===== config.mk =====
export PLATFORM = sky130hd
export DESIGN_NAME = uart_rx_flat
export DESIGN_NICKNAME = d
export VERILOG_FILES = /design/src/rtl/uart_pkg.sv /design/src/rtl/uart_rx_if.sv /design/src/rtl/uart_rx_datapath.sv /design/src/rtl/uart_rx.sv /design/src/flat_wrapper.sv
export SDC_FILE = /design/constraint.sdc
export NUM_CORES = 1
export LEC_CHECK = 0
export BUFFER_PORTS_ARGS = -buffer_cell sky130_fd_sc_hd__buf_4
export CORE_AREA = 4 4 73 55
export DETAILED_ROUTE_END_ITERATION = 10
export DIE_AREA = 0 0 77 59
export MAX_ROUTING_LAYER = met4
export SLEW_MARGIN = 5
export SYNTH_ARGS = -nofsm -noshare
export SYNTH_HDL_FRONTEND = slang
export SYNTH_HIERARCHICAL = 1
export SYNTH_SLANG_ARGS = --single-unit

===== constraint.sdc =====
create_clock -name clk -period 2.62 [get_ports clk]
set_input_delay 0.524 -clock clk [delete_from_list [all_inputs] [get_ports clk]]
set_output_delay 0.524 -clock clk [all_outputs]
set_load 0.005 [all_outputs]

===== src/rtl/uart_pkg.sv =====
`default_nettype none
// ------------------------------------------------------------------
// uart_pkg : constants and FSM state type shared by the UART paths
// Rev 1.0
// ------------------------------------------------------------------
package uart_pkg;

  localparam int UART_WORD_SIZE    = 8;
  localparam int UART_CLKS_PER_BIT = 16;

  typedef enum logic [2:0] {
    IDLE  = 3'd0,
    START = 3'd1,
    DATA  = 3'd2,
    STOP  = 3'd3,
    BREAK = 3'd4
  } uart_state_e;

endpackage
`default_nettype wire


===== src/rtl/uart_rx_if.sv =====
`default_nettype none
// ------------------------------------------------------------------
// uart_rx_if : serial line plus host-side valid/ack receive port
// Rev 1.0
// ------------------------------------------------------------------
interface uart_rx_if import uart_pkg::*; #(
  parameter int WORD_SIZE = UART_WORD_SIZE
) ();

  logic                 serial_in;
  logic                 rx_ack;
  logic [WORD_SIZE-1:0] rx_data;
  logic                 rx_valid;
  logic                 framing_err;
  logic                 overrun_err;
  logic                 busy;

  modport master (
    output serial_in, rx_ack,
    input  rx_data, rx_valid, framing_err, overrun_err, busy
  );

  modport slave (
    input  serial_in, rx_ack,
    output rx_data, rx_valid, framing_err, overrun_err, busy
  );

endinterface
`default_nettype wire


===== src/rtl/uart_rx_datapath.sv =====
`default_nettype none
// ------------------------------------------------------------------
// uart_rx_datapath : line synchronizer, bit timing counters, shifter
// Rev 1.0
// ------------------------------------------------------------------
module uart_rx_datapath import uart_pkg::*; #(
  parameter int WORD_SIZE     = UART_WORD_SIZE,
  parameter int CLKS_PER_BIT  = UART_CLKS_PER_BIT,
  parameter int CNT_WIDTH     = $clog2(CLKS_PER_BIT),
  parameter int BIT_CNT_WIDTH = $clog2(WORD_SIZE + 1)
) (
  input  wire                  clk,
  input  wire                  rst_b,
  input  wire                  serial_in_i,
  input  wire                  clear_cnt_i,
  input  wire                  shift_i,
  input  wire                  load_i,
  input  wire                  ack_i,
  output logic                 rxs_o,
  output logic                 cnt_half_o,
  output logic                 cnt_full_o,
  output logic                 bc_done_o,
  output logic [WORD_SIZE-1:0] rx_data_o,
  output logic                 rx_valid_o
);

  localparam logic [CNT_WIDTH-1:0]     CNT_HALF = CNT_WIDTH'(CLKS_PER_BIT / 2 - 1);
  localparam logic [CNT_WIDTH-1:0]     CNT_FULL = CNT_WIDTH'(CLKS_PER_BIT - 1);
  localparam logic [BIT_CNT_WIDTH-1:0] BC_LAST  = BIT_CNT_WIDTH'(WORD_SIZE - 1);

  logic                     sync1_q;
  logic                     rxs_q;
  logic [CNT_WIDTH-1:0]     cnt_q, cnt_d;
  logic [BIT_CNT_WIDTH-1:0] bc_q, bc_d;
  logic [WORD_SIZE-1:0]     shreg_q, shreg_d;
  logic [WORD_SIZE-1:0]     rx_data_q;
  logic                     rx_valid_q, rx_valid_d;

  assign cnt_full_o = (cnt_q == CNT_FULL);
  assign cnt_half_o = (cnt_q == CNT_HALF);
  // Asserted while the final data bit is pending, so the FSM leaves DATA
  // on the same edge that bc reaches WORD_SIZE.
  assign bc_done_o  = (bc_q == BC_LAST);

  assign cnt_d      = (clear_cnt_i || cnt_full_o) ? '0 : cnt_q + 1'b1;
  assign bc_d       = clear_cnt_i ? '0 : (shift_i ? bc_q + 1'b1 : bc_q);
  assign shreg_d    = shift_i ? {rxs_q, shreg_q[WORD_SIZE-1:1]} : shreg_q;
  assign rx_valid_d = load_i | (rx_valid_q & ~ack_i);

  always_ff @(posedge clk or negedge rst_b) begin
    if (!rst_b) begin
      sync1_q    <= 1'b1;
      rxs_q      <= 1'b1;
      cnt_q      <= '0;
      bc_q       <= '0;
      shreg_q    <= '0;
      rx_data_q  <= '0;
      rx_valid_q <= 1'b0;
    end else begin
      sync1_q    <= serial_in_i;
      rxs_q      <= sync1_q;
      cnt_q      <= cnt_d;
      bc_q       <= bc_d;
      shreg_q    <= shreg_d;
      rx_valid_q <= rx_valid_d;
      if (load_i) rx_data_q <= shreg_q;
    end
  end

  assign rxs_o      = rxs_q;
  assign rx_data_o  = rx_data_q;
  assign rx_valid_o = rx_valid_q;

endmodule
`default_nettype wire


===== src/rtl/uart_rx.sv =====
`default_nettype none
// ------------------------------------------------------------------
// uart_rx : UART receiver, mid-bit sampling, valid/ack host handshake
// Rev 1.0
// ------------------------------------------------------------------
module uart_rx import uart_pkg::*; #(
  parameter int WORD_SIZE     = UART_WORD_SIZE,
  parameter int CLKS_PER_BIT  = UART_CLKS_PER_BIT,
  parameter int CNT_WIDTH     = $clog2(CLKS_PER_BIT),
  parameter int BIT_CNT_WIDTH = $clog2(WORD_SIZE + 1)
) (
  input  wire      clk,
  input  wire      rst_b,
  uart_rx_if.slave bus
);

  uart_state_e          state_q;
  logic                 busy_q;
  logic                 framing_err_q;
  logic                 overrun_err_q;

  logic                 rxs, cnt_half, cnt_full, bc_done;
  logic                 clear_cnt, shift, load;
  logic                 rx_valid;
  logic [WORD_SIZE-1:0] rx_data;

  uart_rx_datapath #(
    .WORD_SIZE     (WORD_SIZE),
    .CLKS_PER_BIT  (CLKS_PER_BIT),
    .CNT_WIDTH     (CNT_WIDTH),
    .BIT_CNT_WIDTH (BIT_CNT_WIDTH)
  ) u_datapath (
    .clk         (clk),
    .rst_b       (rst_b),
    .serial_in_i (bus.serial_in),
    .clear_cnt_i (clear_cnt),
    .shift_i     (shift),
    .load_i      (load),
    .ack_i       (bus.rx_ack),
    .rxs_o       (rxs),
    .cnt_half_o  (cnt_half),
    .cnt_full_o  (cnt_full),
    .bc_done_o   (bc_done),
    .rx_data_o   (rx_data),
    .rx_valid_o  (rx_valid)
  );

  always_comb begin
    clear_cnt = 1'b0;
    shift     = 1'b0;
    load      = 1'b0;
    case (state_q)
      IDLE, BREAK: clear_cnt = 1'b1;
      START:       clear_cnt = cnt_half;
      DATA:        shift     = cnt_full;
      STOP: begin
        clear_cnt = cnt_full;
        load      = cnt_full & rxs;
      end
      default:     clear_cnt = 1'b1;
    endcase
  end

  always_ff @(posedge clk or negedge rst_b) begin
    if (!rst_b) begin
      state_q       <= IDLE;
      busy_q        <= 1'b0;
      framing_err_q <= 1'b0;
      overrun_err_q <= 1'b0;
    end else begin
      framing_err_q <= 1'b0;
      overrun_err_q <= 1'b0;
      case (state_q)
        IDLE: if (!rxs) begin
          state_q <= START;
          busy_q  <= 1'b1;
        end
        START: if (cnt_half) begin
          if (rxs) begin
            state_q <= IDLE;
            busy_q  <= 1'b0;
          end else begin
            state_q <= DATA;
          end
        end
        DATA: if (shift && bc_done) state_q <= STOP;
        STOP: if (cnt_full) begin
          if (rxs) begin
            state_q       <= IDLE;
            busy_q        <= 1'b0;
            overrun_err_q <= rx_valid & ~bus.rx_ack;
          end else begin
            state_q       <= BREAK;
            framing_err_q <= 1'b1;
          end
        end
        // Stay here until the line returns high so a held-low line never
        // looks like a fresh start bit.
        BREAK: if (rxs) begin
          state_q <= IDLE;
          busy_q  <= 1'b0;
        end
        default: begin
          state_q <= IDLE;
          busy_q  <= 1'b0;
        end
      endcase
    end
  end

  assign bus.rx_data     = rx_data;
  assign bus.rx_valid    = rx_valid;
  assign bus.framing_err = framing_err_q;
  assign bus.overrun_err = overrun_err_q;
  assign bus.busy        = busy_q;

endmodule
`default_nettype wire


===== src/flat_wrapper.sv =====
// flat-port wrapper written by rule: the top's interface ports become plain ports
module uart_rx_flat import uart_pkg::*;
#(
  parameter int WORD_SIZE     = UART_WORD_SIZE,
  parameter int CLKS_PER_BIT  = UART_CLKS_PER_BIT,
  parameter int CNT_WIDTH     = $clog2(CLKS_PER_BIT),
  parameter int BIT_CNT_WIDTH = $clog2(WORD_SIZE + 1)
)
  (clk, rst_b, bus_serial_in, bus_rx_ack, bus_rx_data, bus_rx_valid, bus_framing_err, bus_overrun_err, bus_busy);
  uart_rx_if #(.WORD_SIZE(WORD_SIZE)) bus_i ();
  input  wire clk;
  input  wire rst_b;
  input wire logic [$bits(bus_i.serial_in)-1:0] bus_serial_in;
  input wire logic [$bits(bus_i.rx_ack)-1:0] bus_rx_ack;
  output wire logic [$bits(bus_i.rx_data)-1:0] bus_rx_data;
  output wire logic [$bits(bus_i.rx_valid)-1:0] bus_rx_valid;
  output wire logic [$bits(bus_i.framing_err)-1:0] bus_framing_err;
  output wire logic [$bits(bus_i.overrun_err)-1:0] bus_overrun_err;
  output wire logic [$bits(bus_i.busy)-1:0] bus_busy;
  assign bus_i.serial_in = bus_serial_in;
  assign bus_i.rx_ack = bus_rx_ack;
  assign bus_rx_data = bus_i.rx_data;
  assign bus_rx_valid = bus_i.rx_valid;
  assign bus_framing_err = bus_i.framing_err;
  assign bus_overrun_err = bus_i.overrun_err;
  assign bus_busy = bus_i.busy;
  uart_rx #(.WORD_SIZE(WORD_SIZE), .CLKS_PER_BIT(CLKS_PER_BIT), .CNT_WIDTH(CNT_WIDTH), .BIT_CNT_WIDTH(BIT_CNT_WIDTH)) u_core (.clk(clk), .rst_b(rst_b), .bus(bus_i));
endmodule

==> impl_summary.log <==
[metrics] Crit-path slowest cell: sky130_fd_sc_hd__o21ai_0
[metrics] number of global-route vias before repair: 842
[metrics] total gr overflow: 0
[metrics] setup repair after global routing missed its margin: no
[metrics] warnings from Yosys: 6
[metrics] number of routed nets with antenna violations: 0
[metrics] total number of vias: 840
[metrics] Power Dens Cells: 786 mW/mm^2
[metrics] number of resized instances in the post-cts repair step: 0
[metrics] cell types with the largest area share after synthesis: sky130_fd_sc_hd__dfrtp_1 (56%), sky130_fd_sc_hd__mux2_4 (8.7%), sky130_fd_sc_hd__mux2_2 (7.3%), sky130_fd_sc_hd__dfstp_2 (3.8%), sky130_fd_sc_hd__nor2_1 (3.0%)
[metrics] cts bufs inserted: 5
[metrics] average cell area after synthesis: 13.5 sq um
[metrics] category of the worst setup path capture point: flip-flop
[metrics] number of design rule violations left after detail routing: 0
[metrics] list of most frequent post-synthesis cells: sky130_fd_sc_hd__dfrtp_1 (31), sky130_fd_sc_hd__nor2_1 (11), sky130_fd_sc_hd__mux2_2 (9), sky130_fd_sc_hd__mux2_4 (8), sky130_fd_sc_hd__nand2_1 (5)
[metrics] worst-path fanout max: 8
[metrics] source-to-sink clock delay at the later pin of the worst-skew pair: ~0.28 ns
[metrics] wire length of the first global-routing pass: 4.00 mm
[metrics] GRT Max-Usage Layer: met1
[metrics] final cycle utilization of the critical path: 82.3%
[metrics] share of layout cells above drive strength 1: 40.0%
[metrics] area of the core: 0.00336 sq mm
[metrics] Hold Buf Count CTS: 0
[metrics] most instantiated library cell after synthesis: sky130_fd_sc_hd__dfrtp_1
[metrics] flip-flop and latch count after synthesis: 33
[metrics] area overhead of the layout relative to synthesis: 20.2%
[metrics] termination of the worst setup path: u_core/u_datapath/cnt_q[0]
[metrics] Setup crit start kind: flip-flop
[metrics] maximum number of pins on one net before global-route repair: 34
[metrics] final sum of negative setup slack: 0 ns
[metrics] Arr. time, crit path: 2.28 ns
[metrics] number of buffers on the longest clock path: 2
[metrics] DRC marker count from the first detailed-route iteration: 78
[metrics] status: completed
[metrics] actual slew at the worst max-slew pin: 0.941 ns
[metrics] met1 routing resource usage after global routing: 16.2%
[metrics] Row Count: 18
[metrics] Final Slew Violations: 0
[metrics] async set-reset flop share out of synthesis: 100%
[metrics] Worst Setup Slack, final: 0.464 ns
[metrics] post-layout minimum cycle time: 2.16 ns
[metrics] DP Worst Slack: 0.475 ns
[metrics] Setup crit start: u_core/u_datapath/cnt_q[0]
[metrics] Hold/Removal Path Class: input port to async pin
[metrics] number of sinks on the clock net: 33
[metrics] DIE WIDTH: 77 um
[metrics] count of flip-flops with a built-in enable after synthesis: 0
[metrics] post-DR wirelength/cell: 13.9 um
[metrics] met2 routing resource usage after global routing: between 10% and 20%
[metrics] clock transition at the registers of the reported paths: approximately 0.07 ns
[metrics] remaining max-slew budget at the tightest pin: 36.6%
[metrics] Critical R2R Launch: u_core/u_datapath/cnt_q[0]
[metrics] total inserted antenna cells: 0
[metrics] Cells after Synth: 103
[metrics] count of max-cap constraint violations: 0
[metrics] count of nets after finishing: 130
[metrics] net count of the mapped netlist: 109
[metrics] share of Yosys cell area claimed by the top area cell type: between 50 and 60%
[metrics] vertical extent of the die: 59 um
[metrics] Lkg Pwr: 0.811 nW
[metrics] Crit Reg-Reg Endpoint: u_core/u_datapath/cnt_q[0]
[metrics] Mapped Area: 0.00139 sq mm
[metrics] detailed-router iteration count before antenna repair: 4
[metrics] timing-limited maximum frequency: between 400 and 500 MHz
[metrics] cell type with the highest aggregate area in the netlist: sky130_fd_sc_hd__dfrtp_1
[metrics] Crit Path Class: flip-flop to flip-flop
[metrics] CTS root buf: sky130_fd_sc_hd__clkbuf_8
[metrics] primary flip-flop cell chosen by synthesis mapping: sky130_fd_sc_hd__dfrtp_1
[metrics] detailed placer's ending HPWL: 1.60 mm
[metrics] Routed Wire Length: ~2.3 mm
[metrics] total global routing track utilization: 12.0%
[metrics] number of failing hold endpoints at the final stage: 0
[metrics] sequential area share after synthesis: 59.7%
[metrics] CTS tree: done
[metrics] register area: between 800 and 900 sq um
[metrics] via/cell ratio: 5.09
[metrics] Post CTS Setup Buffer Count: 0
[metrics] required time of the critical path: ~2.7 ns
[metrics] weighted congestion reported at the end of routability-driven placement: about 0.7
[metrics] io pins: 16
[metrics] flop-to-flop setup slack: 0.46 ns
[metrics] Max IR drop VDD: 0.354 mV
[metrics] count of endpoints failing setup in the final report: 0
[metrics] multi-input gate area in the final layout: 522 sq um
[metrics] initial antenna violation count: 0
[metrics] met3 Use GR: 5.17%
[metrics] IO Port Bufs: 15
[metrics] count of different cell masters after synthesis: 32
[metrics] largest incremental delay on the critical path: 0.78 ns
[metrics] die area: 0.00454 sq mm
[metrics] # fillers: 304
[metrics] sequence of cells on the critical path: ha_1, and3_1, a21boi_0, o21ai_0, nor3_1
[metrics] number of H-tree branching levels: 2
[metrics] initial standard-cell utilization of the core: between 40% and 50%
[metrics] clock tree skew after final layout: a little under 0.007 ns
[metrics] Worst R2R Path Depth: 5
-- layout make-up --
type / count / share of cell area, %
sequential: 33 / 49.7
multi-input combinational: 62 / 31.3
timing repair buffer: 17 / 7.66
clock buffer: 6 / 4.95
tap: 40 / 3.00
clock inverter: 2 / 2.25
inverter: 5 / 1.13
-- sequential cells by signal, summed over array words and instances, names as in the netlist --
name	cells
u_core/bus.busy	1
u_core/bus.framing_err	1
u_core/bus.overrun_err	1
u_core/state_q	3
u_core/u_datapath/bc_q	4
u_core/u_datapath/cnt_q	4
u_core/u_datapath/rx_data_o	8
u_core/u_datapath/rx_valid_o	1
u_core/u_datapath/rxs_o	1
u_core/u_datapath/shreg_q	8
u_core/u_datapath/sync1_q	1
-- critical path: cells and delay by family (launching register included) --
family	cells	cell delay, ns
AOI/OAI and AO/OA	2	0.93
and+or+nand+nor	2	0.44
adders and majority gates	1	0.24
DFF	1	0.40
-- per-stage QoR --
stage          hold WS (ns)  cell area, sq um  utilization [%]  std cells  total power, mW
4_1_cts               0.184              1670             49.7        165             1.32
2_1_floorplan         0.228              1390                -        103            0.763
3_5_place_dp          0.347              1550             46.1        157            0.832
5_1_grt               0.195              1670             49.7        165             1.39
3_3_place_gp          0.350              1550             46.1        157            0.820
6_report              0.181              1670             49.7        165             1.31
-- logic make-up after synthesis --
logic type               share of synthesized area, %
flip-flops                                       59.7
AND/OR/NAND/NOR                                  10.3
multiplexers                                     16.7
AO/OA/AOI/OAI                                    5.24
buffers and inverters                            2.98
XOR/XNOR                                         2.53
adder cells (fa/ha/maj)                          2.53
-- where the power goes --
group	internal, mW	total [mW]	switching (mW)	leakage [nW]
clock	0.309	0.486	0.177	0.0574
sequential	0.565	0.630	0.0652	0.438
combinational	0.0930	0.194	0.101	0.316
-- layer usage --
metal / routed length (um) / up-vias
met1: 1240 / 422
li1: - / 400
met3: 105 / 2
met2: 934 / 16
met4: 13 / 0
met5: 0 / -
-- how the worst min path moves through the flow --
stage,end,depth (start not counted)
6_report,u_core/u_datapath/rx_data_o[0],1
5_1_grt,u_core/u_datapath/shreg_q[1],1
4_1_cts,u_core/u_datapath/shreg_q[1],1
3_5_place_dp,u_core/u_datapath/rxs_o,0
3_3_place_gp,u_core/u_datapath/rxs_o,0
2_1_floorplan,u_core/bus.busy,0
-- placed cells by master (no fill, tap or decap), drive strengths merged --
master    synthesis  routed
mux2             17      17
a311oi            1       1
or3               2       2
dfstp             2       2
a211oi            1       1
nor4b             1       1
a21boi            1       1
a21o              1       1
nand2             5       5
maj3              1       1
dfrtp            31      31
ha                2       2
a31oi             1       1
xor2              2       2
o21ai             2       2
nand4             1       1
nor3              3       3
mux2i             1       1
nor3b             1       1
xnor2             2       2
a32o              1       1
a21oi             3       3
bufinv            0       1
inv               5       5
and3              1       1
clkbuf            1       6
nand4b            1       1
nor2             11      11
buf               2      17
clkinvlp          0       1
Note: power is estimated with default switching activity, not from simulation.
